--- src/rtl/viterbi_byte_pack.sv ---
// viterbi_byte_pack: takes 128-bit decoded blocks and turns them into a byte
// stream with a valid/ready handshake. Blocks wait in a 2-entry FIFO. A tail
// block carries a bit count that trims the final byte of the frame. The
// output side is a two-state FSM (IDLE/SEND) that walks a byte index across
// the head entry. Every output is driven from a register.
module viterbi_byte_pack (
  input  logic         clk,
  input  logic         rst,
  input  logic [127:0] decode_out,
  input  logic         decode_out_v,
  input  logic         tail_v,
  input  logic [7:0]   tail_length,
  output logic [7:0]   byte_out,
  output logic         byte_v,
  input  logic         byte_rdy,
  output logic         byte_last,
  output logic [1:0]   buf_cnt,
  output logic         ovf,
  output logic         proto_err
);

  typedef struct packed {
    logic [127:0] data;
    logic [4:0]   nbytes;
    logic         last;
  } ent_t;

  typedef enum logic {IDLE = 1'b0, SEND = 1'b1} state_t;

  state_t       state_q, state_n;
  logic [3:0]   idx_q, idx_n;
  logic         sel_n;
  logic         free;
  logic         at_end;
  ent_t         fifo_q [2];
  ent_t         head, nxt_ent, wr_ent;
  logic         wr_ptr_q, rd_ptr_q;
  logic         wr_en;
  logic [8:0]   l_eff;
  logic [127:0] mask;
  logic [7:0]   byte_out_n;
  logic         byte_v_n, byte_last_n;

  assign head   = fifo_q[rd_ptr_q];
  assign at_end = ({1'b0, idx_q} == (head.nbytes - 5'd1));

  // Build the entry to store. A tail length of 0 or above 128 means a full
  // block. Bits at L and above are zeroed so the last byte pads with zeros.
  // A full FIFO still takes a write when the head is freed on the same edge.
  always_comb begin
    l_eff = (tail_length == 8'd0 || tail_length > 8'd128) ? 9'd128 : {1'b0, tail_length};
    mask  = '1;
    if (l_eff != 9'd128) mask = (128'd1 << l_eff) - 128'd1;
    wr_ent = '0;
    if (tail_v) begin
      wr_ent.data   = decode_out & mask;
      wr_ent.nbytes = 5'((l_eff + 9'd7) >> 3);
      wr_ent.last   = 1'b1;
    end else begin
      wr_ent.data   = decode_out;
      wr_ent.nbytes = 5'd16;
      wr_ent.last   = 1'b0;
    end
    wr_en = decode_out_v && (buf_cnt != 2'd2 || free);
  end

  // FSM state and byte index register
  always_ff @(posedge clk or negedge rst) begin
    if (!rst) begin
      state_q <= IDLE;
      idx_q   <= 4'd0;
    end else begin
      state_q <= state_n;
      idx_q   <= idx_n;
    end
  end

  // Next state. sel_n names the entry that the next cycle presents. After the
  // last byte of the head, a second stored entry starts at once with no bubble.
  always_comb begin
    state_n = state_q;
    idx_n   = idx_q;
    sel_n   = rd_ptr_q;
    free    = 1'b0;
    case (state_q)
      IDLE: begin
        if (buf_cnt != 2'd0) begin
          state_n = SEND;
          idx_n   = 4'd0;
        end
      end
      SEND: begin
        if (byte_rdy) begin
          if (at_end) begin
            free  = 1'b1;
            idx_n = 4'd0;
            if (buf_cnt == 2'd2) sel_n = ~rd_ptr_q;
            else                 state_n = IDLE;
          end else begin
            idx_n = idx_q + 4'd1;
          end
        end
      end
      default: state_n = IDLE;
    endcase
  end

  // Next output values. A stall keeps state, index and head unchanged, so
  // byte_out and byte_last hold their values.
  always_comb begin
    nxt_ent     = fifo_q[sel_n];
    byte_v_n    = (state_n == SEND);
    byte_out_n  = 8'd0;
    byte_last_n = 1'b0;
    if (state_n == SEND) begin
      byte_out_n  = nxt_ent.data[{idx_n, 3'b000} +: 8];
      byte_last_n = nxt_ent.last && ({1'b0, idx_n} == (nxt_ent.nbytes - 5'd1));
    end
  end

  // Output byte and status registers
  always_ff @(posedge clk or negedge rst) begin
    if (!rst) begin
      byte_out  <= 8'd0;
      byte_v    <= 1'b0;
      byte_last <= 1'b0;
      ovf       <= 1'b0;
      proto_err <= 1'b0;
    end else begin
      byte_out  <= byte_out_n;
      byte_v    <= byte_v_n;
      byte_last <= byte_last_n;
      ovf       <= decode_out_v && !wr_en;
      proto_err <= tail_v && !decode_out_v;
    end
  end

  // FIFO pointers and occupancy. A write and a free on the same edge cancel.
  always_ff @(posedge clk or negedge rst) begin
    if (!rst) begin
      wr_ptr_q <= 1'b0;
      rd_ptr_q <= 1'b0;
      buf_cnt  <= 2'd0;
    end else begin
      if (wr_en) wr_ptr_q <= ~wr_ptr_q;
      if (free)  rd_ptr_q <= ~rd_ptr_q;
      buf_cnt <= buf_cnt + {1'b0, wr_en} - {1'b0, free};
    end
  end

  // FIFO storage. The pointers and buf_cnt mark which entries hold valid data.
  always_ff @(posedge clk) begin
    if (wr_en) fifo_q[wr_ptr_q] <= wr_ent;
  end

endmodule

--- config.mk ---
export PLATFORM = sky130hd
export DESIGN_NAME = viterbi_byte_pack
export DESIGN_NICKNAME = d
export VERILOG_FILES = /design/src/rtl/viterbi_byte_pack.sv
export SDC_FILE = /design/constraint.sdc
export NUM_CORES = 1
export LEC_CHECK = 0
export BUFFER_PORTS_ARGS = -buffer_cell sky130_fd_sc_hd__buf_2
export CORE_MARGIN = 2
export CORE_UTILIZATION = 31
export DETAILED_ROUTE_END_ITERATION = 10
export HOLD_SLACK_MARGIN = 0.02
export PLACE_DENSITY = 0.48
export SLEW_MARGIN = 0
export SYNTH_ARGS = -nofsm -noshare
export SYNTH_HDL_FRONTEND = slang
export SYNTH_SLANG_ARGS = --single-unit
--- constraint.sdc ---
create_clock -name clk -period 14.1 [get_ports clk]
set_input_delay 2.82 -clock clk [delete_from_list [all_inputs] [get_ports clk]]
set_output_delay 2.82 -clock clk [all_outputs]
set_load 0.005 [all_outputs]
Word-level counts from Yosys, hierarchy flattened
Memory sizes are Yosys's and may differ from the RTL's.
Cells that the tools add are included.
{"block": "word_totals", "reg_bits": 20, "ramBits": 268, "inputBits": 141, "out_inout_bits": 14, "wordCells": 62, "memories": 1}
{"block": "classes", "add_sub_neg": 7, "order_cmp": 1, "eq_ne": 5, "n_shift": 2, "mux": 23, "bitwise": 4, "reduce_logical": 10}
{"name": "fifo_q", "words": 2, "width": 134, "read_ports": 2, "rd_ports_with_merged_regs": 0, "write_ports": 1, "line": "35", "source": "ent_t fifo_q [2];"}
{"operator": "$mux 134", "n": 1}
{"operator": "$and 128x128->128", "n": 1}
{"operator": "$mux 128", "n": 1}
{"operator": "$shiftx 128x8->8", "n": 1}
{"operator": "$shl 1x8->128 const A", "n": 1}
{"operator": "$sub 128x1->128 const B", "n": 1}
{"operator": "$mux 8", "n": 2}
{"operator": "$mux 1", "n": 14}
{"operator": "$mux 4", "n": 3}
{"operator": "$eq 4x5->1", "n": 2}
{"operator": "$sub 5x1->5 const B", "n": 2}
{"operator": "$add 8x3->8 const B", "n": 1}
{"operator": "$gt 8x8->1 const B", "n": 1}
{"operator": "$logic_not 8->1", "n": 1}
{"operator": "$ne 8x8->1 const B", "n": 1}
{"operator": "$pmux 4 s2", "n": 1}
{"operator": "$add 4x1->4 const B", "n": 1}
{"operator": "$logic_and 1x1->1", "n": 4}
{"operator": "$not 1->1", "n": 3}
{"operator": "$add 2x1->2", "n": 1}
{"operator": "$eq 2x2->1 const B", "n": 1}
{"operator": "$logic_not 1->1", "n": 2}
{"operator": "$logic_or 1x1->1", "n": 2}
{"operator": "$ne 2x2->1 const B", "n": 1}
{"operator": "other kinds (3)", "n": 3}

Longest topological paths before layout
Gate-level depths: netlist (run 1).
An unclocked memory read counts as a cell.
{"block": "depth", "ltp_word": 11, "ltp_mapped": 18, "ltp_nobuf": 13}

Worst setup path before layout (run 1)
No wires, ideal clock.
{"block": "synth_path", "path_kind": "input to register", "startpoint": "input port byte_rdy", "endpoint": "memory fifo_q[0][0] in the netlist's numbering, enable pin", "setup_ps": 630, "arrival_ps": 9069, "t_required_ps": 13470, "path_slack_ps": 4401, "stages": 5, "n_path_buf": 1, "path_cell_list": "and2_1 and4_1 clkbuf_1 o21ai_0 nor2_1"}
{"block": "synth_between", "elab_chain_cells": 6}
{"element": "from (decl)", "line": "15", "source": "input logic byte_rdy,"}
{"element": "$mux 1", "line": "93", "source": "if (byte_rdy) begin"}
{"element": "$mux 1", "line": "85", "source": "case (state_q)"}
{"element": "via free", "line": "33", "source": "logic free;"}
{"element": "$logic_or 1x1->1", "line": "64", "source": "wr_en = decode_out_v && (buf_cnt != 2'd2 || free);"}
{"element": "$logic_and 1x1->1", "line": "64"}
{"element": "$mux 1", "line": "153", "source": "if (wr_en) fifo_q[wr_ptr_q] <= wr_ent;"}
{"element": "$mux 1 (not written as such)", "line": "153"}
{"element": "to (decl)", "line": "35"}
The timed path passes the listed nets, and every way through them passes these cells.

==> flow_metrics.tcl, run 1 <==
set metrics [dict create \
    run_status "complete, no violations" \
    via_count_of_the_first_global_routing_pass 12300 \
    period_needed_ps 7020 \
    globalRouteTotalUtil_pct 22.8 \
    timing_worst_setup_path_type "in2reg" \
    multi_input_comb_area_um2 6650 \
    timing.hold.ws_ps 534 \
    rows 82 \
    yosysSeqAreaShare_pct 54.8 \
    timing_worst_slew_pin_value_ps 1130 \
    p_sw_share_pct 35.4 \
    postRouteAntennaNets 0 \
    post_synth_inst_count 1351 \
    die_height_um 228 \
    cp-end-kind "flip-flop" \
    vias 12400 \
    synthToLayoutAreaGrowth_pct 16.9 \
    placed_area_um2 17100 \
    cp-start-kind "input pin" \
    worst_slew_margin_rel_pct 24.5 \
    clk-insertion-delay-late_ps 550 \
    die_area_um2 52200 \
    drt_total_wl_um 60100 \
    synth.lib_cells_used.distinct 85 \
    comb_power_share_pct 34.6 \
    synthDominantAreaCellType "sky130_fd_sc_hd__edfxtp_1" \
    synth_nets 1498 \
    rr_worst_depth 14 \
    setup_ws_ps 7080 \
    layoutNonFillerInstCount 2176 \
    powerDensity_nw_per_um2 183 \
    fin_setup_tns_ps 0 \
    arrival_time_of_data_at_the_critical_path_endpoint_ps 7370 \
    final_hold_viol_count 0 \
    clock_path_buffers 3 \
    timing.critical_path.cells "buf_2 > nor4_4 > a21oi_2 > nand2_1 > ha_1 > o41ai_1 > a21o_1 > nor2_1 > nand2_1 > nor2_1 > nand3_1 > o22ai_1 > o221ai_1 > a21boi_0" \
    whs_path_depth 1 \
    largest_net_degree_at_the_start_of_global_routing 135 \
    clock_sink_count 288 \
    final.period_utilization_pct 49.8 \
    setup_repair_after_global_routing_missed_its_margin "false" \
    synth-edff-count 268 \
    grt_antenna_before_repair 1 \
    cts_buf_count 36 \
    maxSlewViolCount 0 \
    r2r-end "byte_out[4]" \
    drive_above_1_share_pct 20.1 \
    power.net_switching_mw 1.18 \
    reg2reg_from "rd_ptr_q" \
    htreeDepth 2 \
    power.share.sequential_pct 37.6 \
    clock_tree_from_tritoncts "yes" \
    ys.warnings.count 0 \
    post-place-ws_ps 6710 \
    timing.critical_path.required_ps 14460 \
    cap_viol_max_count 0 \
    detailedRoute.firstIterationViolations 1411 \
    detailed_place_hpwl_um 43100 \
    wire_length_of_the_first_global_routing_pass_um 86600 \
    hold_path.class "reg2reg" \
    share_of_flip_flops_with_an_asynchronous_set_or_reset_after_synthesis_pct 6.94 \
    grt_overflow_total 0 \
    cp.buffers_inverters 1 \
    path_max_fanout 37 \
    power.clock.fraction_pct 27.9 \
    floorplan.initialDensity_pct 31.2 \
    finalCoreUtilization_pct 36.5 \
    root_buffer "sky130_fd_sc_hd__clkbuf_16" \
    cpPeakStageDelay_ps 860 \
    worst-r2r-setup-slack_ps 8620 \
    hold_buffers 0 \
    cts-resized-gates 0 \
    worst_setup_hold_path_clk_slew_ps 50 \
    fp.dieW_um 228 \
    synth.cell_area_um2 15600 \
    ff_latch_area_um2 8550 \
    finish.net_count 1623 \
    cell_internal_pwr_mw 2.15 \
    final_design_area_no_fill_um2 18200 \
    fp.coreArea_um2 50000 \
    gp_congestion 0.973 \
    setup_viol 0 \
    totalPowerFinal_mw 3.33 \
    fin_worst_skew_ps 18.1 \
    place_inst 2110 \
    proportion_of_netlist_area_held_by_the_largest_area_contributor_pct 51.6 \
    timing.critical_path.slowest_stage_cell "sky130_fd_sc_hd__nor4_4" \
    synthTopCellsByArea "sky130_fd_sc_hd__edfxtp_1 (52%), sky130_fd_sc_hd__mux4_2 (5.6%), sky130_fd_sc_hd__a21boi_0 (3.7%)" \
    routedWlPerCell_um 27.6 \
    synth-seq-cells 288 \
    route.detailed.drc 0 \
    hold_path_end "buf_cnt[1]" \
    max_freq_ghz 0.143 \
    firstDrtPassIters 5 \
    min-delay-start "buf_cnt[1]" \
    worst_ir_drop_vdd_uv 95.1 \
    num-fill-cells 4998 \
    io_pins 155 \
    synth_area_per_cell_um2 11.6 \
    io_buffers 154 \
    cpLargestDelayFamily "simple AND/OR/NAND/NOR gates" \
    cts_setup_buffers 0 \
    postSynth.topFlopCell "sky130_fd_sc_hd__edfxtp_1" \
    power_leakage_nw 6.23 \
    vias_per_cell 5.69 \
]
==> placed cells by master (no fill, tap or decap), drive strengths merged, types with 8 or more instances in the layout <==
| master | Yosys | final |
|---|---|---|
| nor2b | 20 | 20 |
| inv | 16 | 17 |
| clkbuf | 61 | 49 |
| o22ai | 8 | 8 |
| a21oi | 77 | 77 |
| o21a | 32 | 32 |
| xor2 | 24 | 24 |
| xnor2 | 44 | 44 |
| a221oi | 19 | 19 |
| a22oi | 18 | 18 |
| nor3 | 31 | 31 |
| a21boi | 80 | 80 |
| nor2 | 97 | 97 |
| nand2 | 136 | 136 |
| a31oi | 19 | 19 |
| edfxtp | 268 | 268 |
| and2 | 15 | 15 |
| nand2b | 12 | 12 |
| buf | 28 | 176 |
| o31a | 13 | 13 |
| mux2i | 35 | 35 |
| o21ai | 81 | 81 |
| mux4 | 39 | 39 |
| dfrtp | 20 | 20 |
| clkinv | 1 | 11 |
| a2111oi | 9 | 9 |
| and3 | 13 | 13 |
| nand3 | 33 | 33 |
==> cell usage after synthesis (all sizes together) (4+ instances only) <==
library cell / n
a221oi: 19
inv: 16
buf: 28
dfrtp: 20
o22ai: 8
nand4: 4
nand2b: 12
or3: 5
a22oi: 18
and3: 13
xnor2: 44
a31oi: 19
nor3: 31
a21o: 5
mux2i: 35
o21a: 32
clkbuf: 61
ha: 6
nor2: 97
nor2b: 20
nand3: 33
a21boi: 80
mux4: 39
o211ai: 6
or2: 7
o31ai: 7
a2111oi: 9
nand2: 136
xor2: 24
and2: 15
a22o: 4
a21oi: 77
o21ai: 81
o31a: 13
edfxtp: 268
a211oi: 6
nor3b: 4
==> registers in the layout, indices dropped and copies added, names as in the netlist <==
register	flops
rd_ptr_q	1
fifo_q	268
proto_err	1
byte_out	8
wr_ptr_q	1
buf_cnt	2
byte_v	1
ovf	1
byte_last	1
idx_q	4
==> power by group through the flow <==
stage / Sequential, mW / Clock (mW) / Combinational (mW)
detailed placement: 1.27 / 0 / 1.16
global placement: 1.26 / 0 / 1.16
finish: 1.25 / 0.928 / 1.15
CTS: 1.25 / 0.947 / 1.17
global route: 1.27 / 0.984 / 1.23
floorplan: 1.29 / 0 / 0.728
==> worst max path at each step <==
stage	from	end	slack (ps)	depth (start not counted)
final	tail_length[2]	fifo_q[0][54]	7080	14
after global routing	tail_length[2]	fifo_q[0][54]	6690	14
after CTS	tail_length[2]	fifo_q[0][58]	7280	14
after detailed placement	tail_length[2]	fifo_q[0][58]	6710	14
after global placement	tail_length[2]	fifo_q[0][58]	6950	14
after floorplan	byte_rdy	fifo_q[0][0]	4400	5
==> per-layer routing <==
layer / routed length, um / track usage (%) / up-vias
li1: - / - / 5429
met3: 3550 / 3.11 / 107
met2: 28900 / 37.9 / 552
met5: 13 / 0 / -
met1: 25600 / 30.5 / 6286
met4: 2100 / 8.19 / 2
==> cell type report <==
type | instances | area share (%)
clock buffer | 49 | 5.60
multi-input combinational | 957 | 36.5
antenna | 1 | 0.0137
timing repair buffer | 176 | 5.20
tap | 672 | 4.61
clock inverter | 16 | 0.926
inverter | 17 | 0.357
sequential | 288 | 46.8
==> cells by family (layout without fill, tap and decap cells) <==
kind of cell	Yosys count	in the layout	synth area share [%]
compound gates	412	412	17.8
simple gates	394	394	12.2
xor+xnor	68	68	3.82
buf+inv	106	258	2.88
fa+ha+maj	7	7	0.545
flops	288	288	54.8
other cells	1	2	0.0240
mux	75	75	7.97
(Power assumes the default switching activity.)
==> inputs of run 2 (changes only) <==
- PLACE_DENSITY: 0.48 -> 0.5
- clock period: 14.1 -> 6 ns (I/O delays scaled with it)
==> flow_metrics.tcl, run 2 (synthesis gave the netlist of run 1 again) <==
set metrics [dict create \
    run_status "complete, no violations" \
    wire_length_of_the_first_global_routing_pass_um 89600 \
    via_count_of_the_first_global_routing_pass 12400 \
    timing.hold.ws_ps 533 \
    totalPowerFinal_mw 7.81 \
    vias_per_cell 5.64 \
    final_hold_viol_count 0 \
    layout_commonest_cell "sky130_fd_sc_hd__edfxtp_1" \
    antennaDiodeCount 0 \
    arrival_time_of_data_at_the_critical_path_endpoint_ps 5150 \
    worst_setup_hold_path_clk_slew_ps 50 \
    timing.critical_path.slowest_stage_cell "sky130_fd_sc_hd__a2111oi_0" \
    finalCoreUtilization_pct 37.0 \
    clock_sink_count 288 \
    path_max_fanout 58 \
    io_pins 155 \
    worst_ir_drop_vdd_uv 300 \
    met2_wl_post_dr_um 29300 \
    post-place-ws_ps 924 \
    worst_slew_margin_rel_pct 25.2 \
    cp-start-kind "flip-flop" \
    detailedRoute.firstIterationViolations 1277 \
    io_buffers 154 \
    place_inst 2144 \
    synthToLayoutAreaGrowth_pct 18.4 \
    reg_with_most_ffs "fifo_q" \
    num-fill-cells 4991 \
    fin_worst_skew_ps 21.5 \
    grt_antenna_before_repair 1 \
    fp.dieW_um 228 \
    clock_tree_from_tritoncts "yes" \
    layoutNonFillerInstCount 2204 \
    detailed_place_hpwl_um 45900 \
    floorplan.initialDensity_pct 31.2 \
    timing.critical_path.required_ps 6390 \
    route.detailed.drc 0 \
    cpPeakStageDelay_ps 960 \
    grt_overflow_total 0 \
    drt_total_wl_um 62300 \
    fp.coreArea_um2 50000 \
    cts_setup_buffers 0 \
    topRoutingLayerUsed "met4" \
    cap_viol_max_count 0 \
    timing_worst_setup_path_type "reg2reg" \
    timing.critical_path.cells "mux2i_2 > ha_1 > xor2_1 > xnor2_1 > nor3_1 > nand4_1 > xnor2_2 > buf_12 > nor2_1 > a2111oi_0 > o31a_1 > o21ai_1" \
    vias 12400 \
    fin_setup_tns_ps 0 \
    die_area_um2 52200 \
    root_buffer "sky130_fd_sc_hd__clkbuf_16" \
    max_freq_ghz 0.210 \
    setup_viol 0 \
    hold_buffers 0 \
    routedWlPerCell_um 28.3 \
    biggestRegsByFlops "fifo_q x268, byte_out x8, idx_q x4" \
    cts_buf_count 35 \
    clk-insertion-delay-late_ps 550 \
    powerDensity_nw_per_um2 422 \
    most-common-layout-cells "sky130_fd_sc_hd__edfxtp_1 (268), sky130_fd_sc_hd__buf_2 (154), sky130_fd_sc_hd__nand2_1 (135)" \
    hold_path.class "reg2reg" \
    worst-r2r-setup-slack_ps 1240 \
    largest_net_degree_at_the_start_of_global_routing 75 \
    timing_worst_slew_pin_value_ps 1120 \
    postRouteAntennaNets 0 \
    setup_repair_after_global_routing_missed_its_margin "false" \
    cpLargestDelayFamily "compound AO/OA/AOI/OAI gates" \
    period_needed_ps 4760 \
    wl_met3_um 4240 \
    setup_ws_ps 1240 \
    met1_length_um 26400 \
    gp_congestion 0.983 \
    finish.net_count 1656 \
    drive_above_1_share_pct 21.3 \
    firstDrtPassIters 6 \
    largest_register_ff_count 268 \
    cp.buffers_inverters 1 \
    cp-end-kind "flip-flop" \
    placed_area_um2 17400 \
    power_leakage_nw 6.38 \
    final_design_area_no_fill_um2 18500 \
    final.period_utilization_pct 79.4 \
    maxSlewViolCount 0 \
    clock_path_buffers 3 \
    die_height_um 228 \
    htreeDepth 2 \
    globalRouteTotalUtil_pct 23.7 \
    cts-resized-gates 0 \
    rows 82 \
]
==> run 2: final cells by class <==
class	instances	area (um2)	area share, %
inverter	17	63.8	0.345
tap	672	841	4.55
timing repair buffer	210	1270	6.85
clock buffer	46	948	5.13
clock inverter	14	169	0.914
sequential	288	8550	46.2
multi-input combinational	957	6650	36.0
==> run 2: final timing paths <==
path	start	end	cells past startpoint
max	rd_ptr_q	byte_out[3]	12
min	buf_cnt[1]	buf_cnt[1]	1
max reg2reg	rd_ptr_q	byte_out[3]	12
min in group asynchronous	rst	idx_q[1]	1
min reg2reg	buf_cnt[1]	buf_cnt[1]	1
max in group asynchronous	rst	byte_out[5]	1
==> run 2: worst reg2reg max path, stage by stage, from the launching register on <==
cell and delay, ps:
sky130_fd_sc_hd__dfrtp_1 690, sky130_fd_sc_hd__mux2i_2 370, sky130_fd_sc_hd__ha_1 240, sky130_fd_sc_hd__xor2_1 200, sky130_fd_sc_hd__xnor2_1 80, sky130_fd_sc_hd__nor3_1 270
sky130_fd_sc_hd__nand4_1 260, sky130_fd_sc_hd__xnor2_2 250, sky130_fd_sc_hd__buf_12 420, sky130_fd_sc_hd__nor2_1 370, sky130_fd_sc_hd__a2111oi_0 960, sky130_fd_sc_hd__o31a_1 360
sky130_fd_sc_hd__o21ai_1 140
==> run 2: layer usage <==
layer	up-vias	global-route usage (%)
met4	0	8.68
li1	5497	-
met2	572	38.7
met5	-	0
met1	6243	31.6
met3	113	4.13
==> run 2: power breakdown <==
| part | internal (mW) | switching [mW] | total, mW |
|---|---|---|---|
| Combinational | 0.997 | 1.80 | 2.80 |
| Clock | 1.25 | 0.832 | 2.08 |
| Sequential | 2.78 | 0.148 | 2.93 |
| Total | 5.03 | 2.78 | 7.81 |
